### src/rtl/zbus_pkg.sv
// rtl/zbus_pkg.sv - shared constants and FSM encoding for the Z80 address mux transmitter
package zbus_pkg;

  localparam int   HOLD_MAX  = 15;
  localparam logic FA_SEL_LO = 1'b0;
  localparam logic FA_SEL_HI = 1'b1;

  typedef enum logic [1:0] {
    IDLE = 2'd0,
    LO   = 2'd1,
    HI   = 2'd2
  } zbus_state_e;

endpackage

### src/rtl/zbus_strobe_sync.sv
// rtl/zbus_strobe_sync.sv - synchronises MREQ/IORQ and emits a one-clock pulse on the rising edge of strb
module zbus_strobe_sync (
  input  logic clk,
  input  logic rst_n,
  input  logic mreq_n,
  input  logic iorq_n,
  output logic req
);

  logic [1:0] mreq_sync_q, mreq_sync_d;
  logic [1:0] iorq_sync_q, iorq_sync_d;
  logic       strb_q, strb_d;
  logic       strb;

  always_comb begin
    mreq_sync_d = {mreq_sync_q[0], mreq_n};
    iorq_sync_d = {iorq_sync_q[0], iorq_n};
    strb        = ~(mreq_sync_q[1] & iorq_sync_q[1]);
    strb_d      = strb;
    req         = strb & ~strb_q;
  end

  // Synchronisers idle high and the edge copy idles low, so reset release cannot look like a strobe.
  always_ff @(posedge clk or negedge rst_n) begin
    if (!rst_n) begin
      mreq_sync_q <= 2'b11;
      iorq_sync_q <= 2'b11;
      strb_q      <= 1'b0;
    end else begin
      mreq_sync_q <= mreq_sync_d;
      iorq_sync_q <= iorq_sync_d;
      strb_q      <= strb_d;
    end
  end

endmodule

### src/rtl/zbus_addr_mux_tx.sv
// rtl/zbus_addr_mux_tx.sv - sends each captured Z80 address as a low-then-high byte frame on fa/fa_sel
module zbus_addr_mux_tx
  import zbus_pkg::*;
#(
  parameter int HOLD = 2
) (
  input  logic        clk,
  input  logic        rst_n,
  input  logic [15:0] zaddr_in,
  input  logic        mreq_n,
  input  logic        iorq_n,
  input  logic        ovr_clr,
  output logic [7:0]  fa,
  output logic        fa_sel,
  output logic        busy,
  output logic        frame_done,
  output logic        ovr
);

  localparam int         HOLD_C  = (HOLD < 1) ? 1 : ((HOLD > HOLD_MAX) ? HOLD_MAX : HOLD);
  localparam logic [3:0] HOLD_M1 = 4'(HOLD_C - 1);

  zbus_state_e state_q, state_d;
  logic [3:0]  cnt_q, cnt_d;
  logic [15:0] shadow_q, shadow_d;
  logic [15:0] pend_q, pend_d;
  logic        pend_vld_q, pend_vld_d;
  logic [7:0]  frame_hi_q, frame_hi_d;
  logic [7:0]  fa_q, fa_d;
  logic        fa_sel_q, fa_sel_d;
  logic        req_q, req_d;
  logic        done_q, done_d;
  logic        ovr_q, ovr_d;
  logic        req;
  logic        start;
  logic        accept;
  logic        overrun;
  logic [15:0] start_addr;

  zbus_strobe_sync u_strobe_sync (
    .clk    (clk),
    .rst_n  (rst_n),
    .mreq_n (mreq_n),
    .iorq_n (iorq_n),
    .req    (req)
  );

  always_comb begin
    shadow_d   = req ? zaddr_in : shadow_q;
    req_d      = req;
    state_d    = state_q;
    cnt_d      = cnt_q;
    frame_hi_d = frame_hi_q;
    pend_d     = pend_q;
    pend_vld_d = pend_vld_q;
    fa_d       = fa_q;
    fa_sel_d   = fa_sel_q;
    done_d     = 1'b0;
    start      = 1'b0;
    accept     = 1'b0;
    start_addr = shadow_q;

    unique case (state_q)
      IDLE: start = req_q;
      LO: begin
        accept = req_q;
        if (cnt_q == 4'd0) begin
          state_d  = HI;
          cnt_d    = HOLD_M1;
          fa_d     = frame_hi_q;
          fa_sel_d = FA_SEL_HI;
        end else begin
          cnt_d = cnt_q - 4'd1;
        end
      end
      HI: begin
        if (cnt_q == 4'd0) begin
          done_d = 1'b1;
          if (pend_vld_q) begin
            // Pending frame goes out first; a coincident request takes the slot it frees.
            start      = 1'b1;
            start_addr = pend_q;
            pend_vld_d = req_q;
            pend_d     = req_q ? shadow_q : pend_q;
          end else if (req_q) begin
            start = 1'b1;
          end else begin
            state_d = IDLE;
          end
        end else begin
          accept = req_q;
          cnt_d  = cnt_q - 4'd1;
        end
      end
      default: state_d = IDLE;
    endcase

    overrun = accept & pend_vld_q;
    if (accept) begin
      pend_d     = shadow_q;
      pend_vld_d = 1'b1;
    end

    if (start) begin
      state_d    = LO;
      cnt_d      = HOLD_M1;
      frame_hi_d = start_addr[15:8];
      fa_d       = start_addr[7:0];
      fa_sel_d   = FA_SEL_LO;
    end

    ovr_d = overrun | (ovr_q & ~ovr_clr);
  end

  always_ff @(posedge clk or negedge rst_n) begin
    if (!rst_n) begin
      state_q    <= IDLE;
      cnt_q      <= 4'd0;
      shadow_q   <= 16'h0000;
      pend_q     <= 16'h0000;
      pend_vld_q <= 1'b0;
      frame_hi_q <= 8'h00;
      fa_q       <= 8'h00;
      fa_sel_q   <= FA_SEL_LO;
      req_q      <= 1'b0;
      done_q     <= 1'b0;
      ovr_q      <= 1'b0;
    end else begin
      state_q    <= state_d;
      cnt_q      <= cnt_d;
      shadow_q   <= shadow_d;
      pend_q     <= pend_d;
      pend_vld_q <= pend_vld_d;
      frame_hi_q <= frame_hi_d;
      fa_q       <= fa_d;
      fa_sel_q   <= fa_sel_d;
      req_q      <= req_d;
      done_q     <= done_d;
      ovr_q      <= ovr_d;
    end
  end

  assign fa         = fa_q;
  assign fa_sel     = fa_sel_q;
  assign busy       = (state_q != IDLE) | pend_vld_q;
  assign frame_done = done_q;
  assign ovr        = ovr_q;

endmodule
### config.mk
export PLATFORM = sky130hd
export DESIGN_NAME = zbus_addr_mux_tx
export DESIGN_NICKNAME = d
export VERILOG_FILES = /design/src/rtl/zbus_pkg.sv /design/src/rtl/zbus_strobe_sync.sv /design/src/rtl/zbus_addr_mux_tx.sv
export SDC_FILE = /design/constraint.sdc
export NUM_CORES = 1
export LEC_CHECK = 0
export BUFFER_PORTS_ARGS = -buffer_cell sky130_fd_sc_hd__buf_2
export CORE_MARGIN = 2
export CORE_UTILIZATION = 58
export DETAILED_ROUTE_END_ITERATION = 6
export PLACE_DENSITY = 0.85
export SLEW_MARGIN = 30
export SYNTH_ARGS = -nofsm -noshare
export SYNTH_HDL_FRONTEND = slang
export SYNTH_SLANG_ARGS = --single-unit
export TNS_END_PERCENT = 20
### constraint.sdc
create_clock -name clk -period 2.5 [get_ports clk]
set_input_delay 0.125 -clock clk [delete_from_list [all_inputs] [get_ports clk]]
set_output_delay 0.125 -clock clk [all_outputs]
set_load 0.005 [all_outputs]
==> impl_results.md <==
* Clock skew at 8.49 ps
* Post-CTS Resized at 0
* Syn_nets at 292
* H-tree Lvls at 3
* Die Wd at 77.0 µm
* First-pass GRT wire length at 12000 µm
* Post-DP HPWL at 4850 µm
* Most common cell after layout, fill and taps aside: dfrtp_1
* DR iter-0 viols at 208
* TritonRoute pass-1 iters at 5
* Residual DRC count at 0
* Most frequent cells in the layout: dfrtp_1, buf_2, nand2_1
* Deepest clock path buffer count at 2
* # Post-CTS Setup Buffers at 0
* DR vias/cell at 6.44
* Final hold violations at 0
* Post-DRT Antenna Nets at 0
* Final nets at 330
* Worst rel slew slack at 43.7%
* Largest area contributor in the synthesized netlist: dfrtp_1
* Initial Util at 60.2%
* Vias in the first global route at 2449
* R2r endpoint: pend_q[3]
* Final setup violation count at 0
* Worst Hold Class: input pin to flip-flop
* Run status: finished, final reports clean
* Nature of the critical path endpoint: flip-flop
* # IOs at 33
* Setup TNS at 0 ps
* Routed length per instance at 18.7 µm
* Share of layout cells above drive strength 1 at 29.9%
* R2r worst-path depth at 6
* Critical path fanouts, max at 16
* Final instance area at 3580 µm²
* # rows at 26
* Min cycle time layout at 2170 ps
* R2R Path Start: cnt_q[0]
* Yosys cell types at 43
* Overall routing resource usage at 26.3%
* Worst skew pair latency at 340 ps
* CP Launch Type: flip-flop
* Worst Path Arrival at 2450 ps
* Number of synthesized flops with an enable pin at 0
* Slew Limit Fails at 0
* Clock Sinks at 64
* Ys async rst share at 100%
* Vias post-DR at 2434
* Yosys reg bits at 64
* RSZ-0062 raised after global routing: no
* Placer Congestion at 0.777
* Max Freq at 460 MHz
* R2R Setup Slk at 330 ps
* Synth top area cells: dfrtp_1, mux2_2, a221o_1
* Ys Warns at 0
* IO Port Bufs at 32
* Max Cap Viol at 0
* Final setup margin at 326 ps
* Reg clk slew, reported paths at 70 ps
* Core box area at 5140 µm²
* Die area at 5930 µm²
* Hold Startpoint: zaddr_in[11]
* Peak supply drop at 0.714 mV
* Final wirelength at 7080 µm
* Gr ovfl total at 0
* PwrDens at 1080 nW/µm²
* CTS tree: done
* WS Path Type: flip-flop to flip-flop
* Height of the die at 77.0 µm
* Tot Pwr at 3.88 mW
* Synth Cell Area at 3090 µm²
* Initial antenna violation count at 0
* Final core utilization at 69.7%
* Sequential area share after synthesis at 51.9%
* Critical Path RT at 2770 ps
* WHS Endpoint: shadow_q[11]
* Placed Instance Area at 3320 µm²
* Syn_area_per_cell at 11.7 µm²
* Worst Tran Pin Value at 842 ps
* Crit share post-route at 87.0%
* Pin count of the biggest net entering global routing at 34
* Share of the synthesized area in the top cell type at 48.5%
* Area grow syn2layout at 15.8%
* Antenna diodes at 0
* Hold Crit Depth at 2
* Root Buffer: clkbuf_8
* Clock buffer count from CTS at 9
* Most used DFF post-synth: dfrtp_1
* Gate Count Post-Synth at 265
* Worst slack, placed at 371 ps
* Pleak at 1.53 nW
-- flip-flops by register name, summed over array words and instances (netlist names) --
signal and count:
cnt_q 4, fa 8, fa_sel 1, frame_done 1, frame_hi_q 8, ovr 1, pend_q 16, pend_vld_q 1
req_q 1, shadow_q 16, state_q 2, u_strobe_sync.iorq_sync_q 2, u_strobe_sync.mreq_sync_q 2, u_strobe_sync.strb_q 1
-- stage by stage --
step | hold slack [ps] | std cells
floorplan | -171 | 265
global placement | 217 | 358
detailed placement | 212 | 358
CTS | 2.48 | 378
global route | 3.65 | 378
finish | 14.2 | 378
-- critical path, cell delays in order (launching register included) --
cell and delay (ps):
dfrtp_1 430, inv_1 100, ha_1 210, nor3b_4 210
nand2_1 120, a211oi_4 770, a221o_1 280
-- worst max-delay path by stage --
| stage | startpoint | endpoint | slack (ps) |
|---|---|---|---|
| CTS | cnt_q[0] | pend_q[13] | 360 |
| floorplan | cnt_q[0] | pend_q[10] | 580 |
| global route | cnt_q[0] | pend_q[3] | 180 |
| global placement | cnt_q[0] | pend_q[12] | 180 |
| finish | cnt_q[0] | pend_q[3] | 330 |
| detailed placement | cnt_q[0] | pend_q[3] | 370 |
-- logic make-up after synthesis --
family | after synthesis | synth area share [%]
AO/OA/AOI/OAI | 88 | 23.6
XOR/XNOR | 1 | 0.283
adder cells (fa/ha/maj) | 6 | 2.43
buffers and inverters | 28 | 4.53
flip-flops | 64 | 51.9
multiplexers | 19 | 6.84
AND/OR/NAND/NOR | 59 | 10.4
-- power by group --
group	switching, mW	internal [mW]	total (mW)
Clock	0.390	0.587	0.977
Combinational	0.696	0.653	1.35
Sequential	0.259	1.30	1.56
Total	1.35	2.54	3.88
-- layer usage --
metal,vias up,track usage (%),routed length [µm]
met4,0,12.0,174
met3,15,8.47,546
met2,127,42.3,3590
li1,1092,-,-
met1,1200,32.6,2770
met5,-,0,0
-- area by class of cell --
class | instances | area (µm²)
Tap cell | 70 | 87.6
Sequential cell | 64 | 1610
Fill cell | 388 | 1560
Inverter | 8 | 30.0
Timing Repair Buffer | 47 | 283
Clock buffer | 11 | 141
Clock inverter | 5 | 80.1
Multi-Input combinational cell | 173 | 1350
-- cells in the mapped netlist, types with 5 or more instances --
cell	count
a21oi_1	6
a221o_1	16
inv_1	8
clkbuf_1	12
nand3_1	6
nand2_1	23
a22o_1	16
nand2b_1	9
o221a_2	8
dfrtp_1	60
ha_1	6
a211o_1	9
nor2_1	5
mux2_2	17
a222oi_1	8
o21ai_0	13
-- repair_timing --
item / 4_1_cts / 5_1_grt
hold buffers: 4 / 0
endpoints found under the hold margin: 34 / 0
setup endpoints to repair: 0 / 0
No activity file was read; power rests on OpenSTA's default activity.
